[src/rtl/barrel_pkg.sv]
// barrel_pkg: shared types for the pipelined barrel shifter.
// Mode encoding and direction helper.
package barrel_pkg;

  localparam int OP_W = 3;

  typedef enum logic [OP_W-1:0] {
    OP_SLL  = 3'd0,
    OP_SRL  = 3'd1,
    OP_SRA  = 3'd2,
    OP_ROL  = 3'd3,
    OP_ROR  = 3'd4,
    OP_PASS = 3'd5
  } op_e;

  function automatic logic is_right(op_e op);
    return op inside {OP_SRL, OP_SRA, OP_ROR};
  endfunction

endpackage

[src/rtl/barrel_shift_pipe_if.sv]
// barrel_shift_pipe_if: input and output stream
// handshakes of the barrel shifter pipeline.
interface barrel_shift_pipe_if
  import barrel_pkg::*;
#(
  parameter int WIDTH = 8,
  parameter int LOG2W = $clog2(WIDTH)
);

  logic             in_valid;
  logic             in_ready;
  logic [WIDTH-1:0] in_data;
  logic [LOG2W-1:0] in_amt;
  logic [OP_W-1:0]  in_op;

  logic             out_valid;
  logic             out_ready;
  logic [WIDTH-1:0] out_data;
  logic [OP_W-1:0]  out_op;

  modport slave (
    input  in_valid,
    input  in_data,
    input  in_amt,
    input  in_op,
    output in_ready,
    output out_valid,
    output out_data,
    output out_op,
    input  out_ready
  );

  modport master (
    output in_valid,
    output in_data,
    output in_amt,
    output in_op,
    input  in_ready,
    input  out_valid,
    input  out_data,
    input  out_op,
    output out_ready
  );

endinterface

[src/rtl/barrel_stage.sv]
// barrel_stage: one pipeline level, shifting by SHIFT
// when its amount bit is set, with elastic hold.
module barrel_stage
  import barrel_pkg::*;
#(
  parameter int WIDTH = 8,
  parameter int SHIFT = 1,
  parameter int LOG2W = $clog2(WIDTH)
) (
  input  logic             clk,
  input  logic             rst,
  input  logic             in_valid,
  input  logic [WIDTH-1:0] in_data,
  input  logic [LOG2W-1:0] in_amt,
  input  logic [OP_W-1:0]  in_op,
  output logic             in_ready,
  output logic             out_valid,
  output logic [WIDTH-1:0] out_data,
  output logic [LOG2W-1:0] out_amt,
  output logic [OP_W-1:0]  out_op,
  input  logic             out_ready
);

  localparam int K = $clog2(SHIFT);
  localparam logic [LOG2W-1:0] BIT = LOG2W'(SHIFT);

  op_e              op_k;
  logic             hit;
  logic             rot;
  logic             right;
  logic             arith;
  logic [WIDTH-1:0] shifted;

  // Codes 5..7 all behave as pass-through.
  assign op_k  = (in_op >= OP_W'(OP_PASS)) ? OP_PASS
                                           : op_e'(in_op);
  assign hit   = in_amt[K] && (op_k != OP_PASS);
  assign rot   = (op_k == OP_ROL) || (op_k == OP_ROR);
  assign right = is_right(op_k);
  assign arith = (op_k == OP_SRA);

  assign in_ready = !out_valid || out_ready;

  // One level of shift/rotate selected by mode.
  always_comb begin
    shifted = in_data;
    unique case (1'b1)
      !hit:
        shifted = in_data;
      hit && rot && right:
        shifted = (in_data >> SHIFT)
                | (in_data << (WIDTH - SHIFT));
      hit && rot && !right:
        shifted = (in_data << SHIFT)
                | (in_data >> (WIDTH - SHIFT));
      hit && arith:
        shifted = WIDTH'($signed(in_data) >>> SHIFT);
      hit && right && !rot && !arith:
        shifted = in_data >> SHIFT;
      hit && !right && !rot:
        shifted = in_data << SHIFT;
      default:
        shifted = in_data;
    endcase
  end

  // Stage register: load when empty or draining.
  always_ff @(posedge clk) begin
    if (rst) begin
      out_valid <= 1'b0;
      out_data  <= '0;
      out_amt   <= '0;
      out_op    <= '0;
    end else if (in_ready) begin
      out_valid <= in_valid;
      out_data  <= shifted;
      out_amt   <= in_amt & ~BIT;
      out_op    <= in_op;
    end
  end

endmodule

[src/rtl/barrel_shift_pipe.sv]
// barrel_shift_pipe: LOG2W-deep elastic pipeline of
// barrel_stage levels, LSB of the amount first.
module barrel_shift_pipe
  import barrel_pkg::*;
#(
  parameter int WIDTH = 8,
  parameter int LOG2W = $clog2(WIDTH)
) (
  input logic                clk,
  input logic                rst,
  barrel_shift_pipe_if.slave bus
);

  logic             v_s [0:LOG2W];
  logic             r_s [0:LOG2W];
  logic [WIDTH-1:0] d_s [0:LOG2W];
  logic [LOG2W-1:0] a_s [0:LOG2W];
  logic [OP_W-1:0]  o_s [0:LOG2W];

  assign v_s[0]     = bus.in_valid;
  assign d_s[0]     = bus.in_data;
  assign a_s[0]     = bus.in_amt;
  assign o_s[0]     = bus.in_op;
  assign r_s[LOG2W] = bus.out_ready;

  assign bus.in_ready  = r_s[0];
  assign bus.out_valid = v_s[LOG2W];
  assign bus.out_data  = d_s[LOG2W];
  assign bus.out_op    = o_s[LOG2W];

  for (genvar k = 0; k < LOG2W; k++) begin : g_stage
    barrel_stage #(
      .WIDTH(WIDTH),
      .SHIFT(1 << k),
      .LOG2W(LOG2W)
    ) u_stage (
      .clk      (clk),
      .rst      (rst),
      .in_valid (v_s[k]),
      .in_data  (d_s[k]),
      .in_amt   (a_s[k]),
      .in_op    (o_s[k]),
      .in_ready (r_s[k]),
      .out_valid(v_s[k+1]),
      .out_data (d_s[k+1]),
      .out_amt  (a_s[k+1]),
      .out_op   (o_s[k+1]),
      .out_ready(r_s[k+1])
    );
  end

endmodule

[src/flat_wrapper.sv]
// flat-port wrapper written by rule: the top's interface ports become plain ports
module barrel_shift_pipe_flat import barrel_pkg::*;
#(
  parameter int WIDTH = 8,
  parameter int LOG2W = $clog2(WIDTH)
)
  (clk, rst, bus_in_valid, bus_in_data, bus_in_amt, bus_in_op, bus_in_ready, bus_out_valid, bus_out_data, bus_out_op, bus_out_ready);
  barrel_shift_pipe_if #(.WIDTH(WIDTH), .LOG2W(LOG2W)) bus_i ();
  input logic clk;
  input logic rst;
  input wire logic [$bits(bus_i.in_valid)-1:0] bus_in_valid;
  input wire logic [$bits(bus_i.in_data)-1:0] bus_in_data;
  input wire logic [$bits(bus_i.in_amt)-1:0] bus_in_amt;
  input wire logic [$bits(bus_i.in_op)-1:0] bus_in_op;
  output wire logic [$bits(bus_i.in_ready)-1:0] bus_in_ready;
  output wire logic [$bits(bus_i.out_valid)-1:0] bus_out_valid;
  output wire logic [$bits(bus_i.out_data)-1:0] bus_out_data;
  output wire logic [$bits(bus_i.out_op)-1:0] bus_out_op;
  input wire logic [$bits(bus_i.out_ready)-1:0] bus_out_ready;
  assign bus_i.in_valid = bus_in_valid;
  assign bus_i.in_data = bus_in_data;
  assign bus_i.in_amt = bus_in_amt;
  assign bus_i.in_op = bus_in_op;
  assign bus_in_ready = bus_i.in_ready;
  assign bus_out_valid = bus_i.out_valid;
  assign bus_out_data = bus_i.out_data;
  assign bus_out_op = bus_i.out_op;
  assign bus_i.out_ready = bus_out_ready;
  barrel_shift_pipe #(.WIDTH(WIDTH), .LOG2W(LOG2W)) u_core (.clk(clk), .rst(rst), .bus(bus_i));
endmodule
[config.mk]
export PLATFORM = sky130hd
export DESIGN_NAME = barrel_shift_pipe_flat
export DESIGN_NICKNAME = d
export VERILOG_FILES = /design/src/rtl/barrel_pkg.sv /design/src/rtl/barrel_shift_pipe_if.sv /design/src/rtl/barrel_stage.sv /design/src/rtl/barrel_shift_pipe.sv /design/src/flat_wrapper.sv
export SDC_FILE = /design/constraint.sdc
export NUM_CORES = 1
export LEC_CHECK = 0
export CORE_ASPECT_RATIO = 1.4
export CORE_UTILIZATION = 25
export DETAILED_ROUTE_END_ITERATION = 10
export GPL_TIMING_DRIVEN = 0
export MAX_ROUTING_LAYER = met4
export PLACE_DENSITY_LB_ADDON = 0.25
export SLEW_MARGIN = 40
export SYNTH_ARGS = -nofsm -noshare
export SYNTH_HDL_FRONTEND = slang
export SYNTH_HIERARCHICAL = 1
export SYNTH_SLANG_ARGS = --single-unit
[constraint.sdc]
create_clock -name clk -period 5.69 [get_ports clk]
set_clock_uncertainty 0.05 [all_clocks]
set_input_delay 0.569 -clock clk [delete_from_list [all_inputs] [get_ports clk]]
set_output_delay 0.569 -clock clk [all_outputs]
set_load 0.02 [all_outputs]
==> impl_metrics.json, run 1 <==
{
  "holdPathStages": 2,
  "critPathMaxFanout": 10,
  "n_fill_cell": 889,
  "io_pins": 31,
  "syn2layout_area_growth_pct": 25.7,
  "core-area_mm2": 0.00825,
  "drcViolationCount": 0,
  "drive_gt1_frac": 0.108,
  "layout.nets": 313,
  "regArea_um2": 781,
  "port_buffers": 27,
  "period_minus_slack_ns": 4.28,
  "synth_cells": 261,
  "max_freq_ghz": 0.234,
  "syn_avg_cell_area_um2": 8.26,
  "rsz0062_at_grt": "false",
  "path_clk_slew_ns": 0.06,
  "gp_congestion": 0.873,
  "rr_endpoint": "u_core/g_stage[0].u_stage/out_data[7]",
  "hpwl_um": 4450,
  "ys_warn_count": 6,
  "cts_setup_buffers": 0,
  "cts-buffers-inserted": 5,
  "whs_ns": 0.401,
  "design_area_mm2": 0.00271,
  "r2r-start": "u_core/g_stage[2].u_stage/out_valid",
  "multi_input_comb_area_mm2": 0.00122,
  "die_w_um": 80.5,
  "initial_utilization": 0.262,
  "clock_path_buffers": 2,
  "critPathKind": "input pin to output port",
  "wire_per_inst_um": 14.4,
  "peakVddDrop_uv": 126,
  "synth_area_mm2": 0.00216,
  "syn-num-nets": 279,
  "track_usage": 0.142,
  "hold_path_class": "flop to flop",
  "place_area_mm2": 0.00255,
  "row_count": 39,
  "cts_tree": "built",
  "cp-start-kind": "input pin",
  "drv_cap": 0,
  "rrSetupSlack_ns": 2.91,
  "grt_pass1_wl_um": 9890,
  "layout.cells.non_filler": 398,
  "grt_max_degree": 17,
  "hold_viol_final": 0,
  "p_per_area_mw_per_mm2": 257,
  "hp-start": "u_core/g_stage[1].u_stage/out_amt[2]",
  "postRouteAntennaNets": 0,
  "finalCritPeriodShare": 0.752,
  "preCtsSetupSlack_ns": 1.42,
  "crit_top_cell": "buf_2",
  "antenna_found_initial": 0,
  "vias_per_cell": 5.27,
  "first_global_vias": 2038,
  "drt-total-wl_um": 5720,
  "slew_violations": 0,
  "mostFrequentLayoutCells": "dfxtp_1, nor2_1, nand2_1",
  "overflow": 0,
  "layout_commonest_cell": "dfxtp_1",
  "vias": 2099,
  "dr.pass1.iters": 4,
  "leakage_nw": 0.987,
  "cp_slowest_stage_delay_ns": 0.55,
  "hold_end": "u_core/g_stage[1].u_stage/out_amt[2]",
  "first_iter_violations": 68,
  "tns_ns": 0,
  "relSlewSlack": 0.555,
  "reg2reg_depth": 12,
  "dp_cells": 390,
  "slowest_stage": "clkdlybuf4s50_1",
  "critPathArrivalTime_ns": 3.66,
  "status": "completed",
  "crit_required_ns": 5.07,
  "die_area_mm2": 0.00901,
  "fin_util": 0.329,
  "root_buffer": "clkbuf_16",
  "max_slew.worst_pin.slew_ns": 0.663,
  "finalSetupViolCount": 0,
  "p_total_uw": 698,
  "postCtsHoldBufs": 0,
  "insertion_delay_ns": 0.28,
  "postCtsResizedCells": 0,
  "crit_chain": "clkdlybuf4s50_1 > and2b_1 > inv_2 > buf_2 > nor2b_1 > inv_1 > buf_2 > buf_1 > nor2b_1 > inv_2 > buf_2 > clkdlybuf4s50_1",
  "h-tree-depth": 2,
  "endpoint_kind": "output port",
  "n_antenna_cell": 0,
  "die_h_um": 112,
  "setup_slack_ns": 1.41,
  "clock_sinks": 39
}
[per-layer routing]
metal,global-route usage,wire length [um]
met4,0.0607,159
met1,0.157,2370
met5,-,0
met2,0.245,2990
met3,0.0221,196
[power breakdown]
group | leakage [nW] | switching (mW) | internal, mW
logic | 0.589 | 0.0551 | 0.0479
registers | 0.321 | 0.0165 | 0.289
clock network | 0.0772 | 0.103 | 0.186
total | 0.987 | 0.174 | 0.524
[cell type report]
cell class              instances  share of cell area
clock buffers                   8              0.0577
plain buffers                  21              0.0475
well taps                     102              0.0471
multi-input cells             193               0.449
repair buffers                 27              0.0997
flip-flops and latches         39               0.288
inverters                       8              0.0111
[sequential cells by signal (all words and copies together) (netlist names)]
name                              count
u_core/g_stage.u_stage/out_valid      3
u_core/g_stage.u_stage/out_op         9
u_core/g_stage.u_stage/out_data      24
u_core/g_stage.u_stage/out_amt        3
[worst max-delay path by stage]
stage | cells past startpoint | start | slack, ns | to
after floorplan | 10 | bus_out_ready | 2.97 | bus_in_ready
after global placement | 12 | bus_out_ready | 1.41 | bus_in_ready
after detailed placement | 12 | bus_out_ready | 1.42 | bus_in_ready
after CTS | 12 | bus_out_ready | 1.39 | bus_in_ready
after global routing | 12 | bus_out_ready | 1.26 | bus_in_ready
final | 12 | bus_out_ready | 1.41 | bus_in_ready
[critical path: cells and delay by family]
kind / cells / cell delay, ns
AND/OR/NAND/NOR: 3 / 0.98
buffers and inverters: 9 / 2.10
Power figures use the tool's default switching activity.
==> run 2, diff against run 1 <==
- clock period: 5.69 -> 3.7 ns (I/O delays scaled with it)
==> impl_metrics.json, run 2 (synthesis results as in run 1) <==
{
  "status": "completed",
  "drt-total-wl_um": 5680,
  "mostFrequentLayoutCells": "dfxtp_1, nor2_1, nand2_1",
  "place_area_mm2": 0.00255,
  "largestRegisters": "u_core/g_stage.u_stage/out_data x24, u_core/g_stage.u_stage/out_op x9",
  "cp-start-kind": "input pin",
  "drv_cap": 0,
  "wire_per_inst_um": 14.3,
  "drcViolationCount": 0,
  "max_slew.worst_pin.slew_ns": 0.661,
  "vias_per_cell": 5.30,
  "hold_path_class": "input pin to flop",
  "layout.nets": 312,
  "slew_violations": 0,
  "relSlewSlack": 0.556,
  "leakage_nw": 0.986,
  "core-area_mm2": 0.00825,
  "drive_gt1_frac": 0.112,
  "h-tree-depth": 2,
  "postRouteAntennaNets": 0,
  "setup_slack_ns": 0.221,
  "gp_congestion": 0.873,
  "postCtsHoldBufs": 0,
  "n_antenna_cell": 0,
  "fin_util": 0.329,
  "clock_sinks": 39,
  "rsz0062_at_grt": "false",
  "first_iter_violations": 66,
  "tns_ns": 0,
  "design_area_mm2": 0.00271,
  "port_buffers": 27,
  "first_global_vias": 2027,
  "overflow": 0,
  "max_freq_ghz": 0.287,
  "hpwl_um": 4450,
  "crit_required_ns": 3.28,
  "n_fill_cell": 887,
  "syn2layout_area_growth_pct": 25.6,
  "track_usage": 0.140,
  "initial_utilization": 0.262,
  "critPathKind": "input pin to output port",
  "root_buffer": "clkbuf_16",
  "antenna_found_initial": 0,
  "grt_max_degree": 19,
  "dr.pass1.iters": 4,
  "dp_cells": 390,
  "p_per_area_mw_per_mm2": 396,
  "layout.cells.non_filler": 397,
  "clock_path_buffers": 2,
  "peakVddDrop_uv": 194,
  "preCtsSetupSlack_ns": -0.171,
  "io_pins": 31,
  "layout_commonest_cell": "dfxtp_1",
  "die_w_um": 80.5,
  "largest_register_ffs": 24,
  "critPathMaxFanout": 18,
  "vias": 2106,
  "die_area_mm2": 0.00901,
  "hold_viol_final": 0,
  "die_h_um": 112,
  "row_count": 39,
  "finalCritPeriodShare": 0.940,
  "critPathArrivalTime_ns": 3.06,
  "grt_pass1_wl_um": 9800,
  "cts-buffers-inserted": 5,
  "path_clk_slew_ns": 0.06,
  "insertion_delay_ns": 0.28,
  "cts_setup_buffers": 0,
  "period_minus_slack_ns": 3.48,
  "largest-register": "u_core/g_stage.u_stage/out_data",
  "cts_tree": "built",
  "endpoint_kind": "output port",
  "finalSetupViolCount": 0
}
run 2: where the power goes:
| part | total, mW | internal [mW] | switching [mW] |
|---|---|---|---|
| clock | 0.443 | 0.287 | 0.156 |
| sequential | 0.471 | 0.445 | 0.0256 |
| combinational | 0.159 | 0.0738 | 0.0850 |
| total | 1.07 | 0.806 | 0.267 |
run 2: worst paths after layout:
check	endpoint	startpoint	cells after the start	slack [ns]
max	bus_in_ready	bus_out_ready	11	0.22
min	u_core/g_stage[0].u_stage/out_op[0]	bus_in_op[0]	3	0.34
max reg2reg	u_core/g_stage[0].u_stage/out_data[7]	u_core/g_stage[2].u_stage/out_valid	11	1.33
min reg2reg	u_core/g_stage[1].u_stage/out_amt[2]	u_core/g_stage[1].u_stage/out_amt[2]	2	0.40
run 2: final cells by class:
cell class	instances	area (um2)	area share
tap	102	128	0.0471
timing repair buffer	27	270	0.0997
sequential	39	781	0.288
clock buffer	8	156	0.0577
buffer	20	125	0.0462
inverter	8	30.0	0.0111
multi-input combinational	193	1220	0.450
run 2: what timing repair did:
| item | CTS | global route |
|---|---|---|
| endpoints found under the setup margin | 1 | 0 |
| endpoints found under the hold margin | 0 | 0 |
| gates resized for setup | 1 | 0 |
run 2: stage by stage:
| step | total power, mW | hold WS (ns) |
|---|---|---|
| 5_1_grt | 1.13 | 0.346 |
| 6_report | 1.07 | 0.338 |
| 3_5_place_dp | 0.637 | 0.399 |
| 2_1_floorplan | 0.575 | 0.379 |
| 4_1_cts | 1.08 | 0.333 |
| 3_3_place_gp | 0.635 | 0.392 |
run 2: worst max-delay path, stage by stage:
cell             delay [ns]
clkdlybuf4s50_1        0.45
and2b_1                0.30
inv_2                  0.08
buf_2                  0.17
nor2b_1                0.18
inv_1                  0.08
buf_2                  0.22
nor2b_2                0.33
inv_2                  0.11
buf_2                  0.20
clkdlybuf4s50_1        0.55
run 2: metal layers:
| metal | track usage | vias to the layer above | part of all wire |
|---|---|---|---|
| met5 | - | - | 0 |
| met4 | 0.0607 | 0 | 0.025 |
| met3 | 0.0221 | 12 | 0.035 |
| met2 | 0.241 | 68 | 0.52 |
| met1 | 0.156 | 974 | 0.42 |
| li1 | - | 1052 | - |
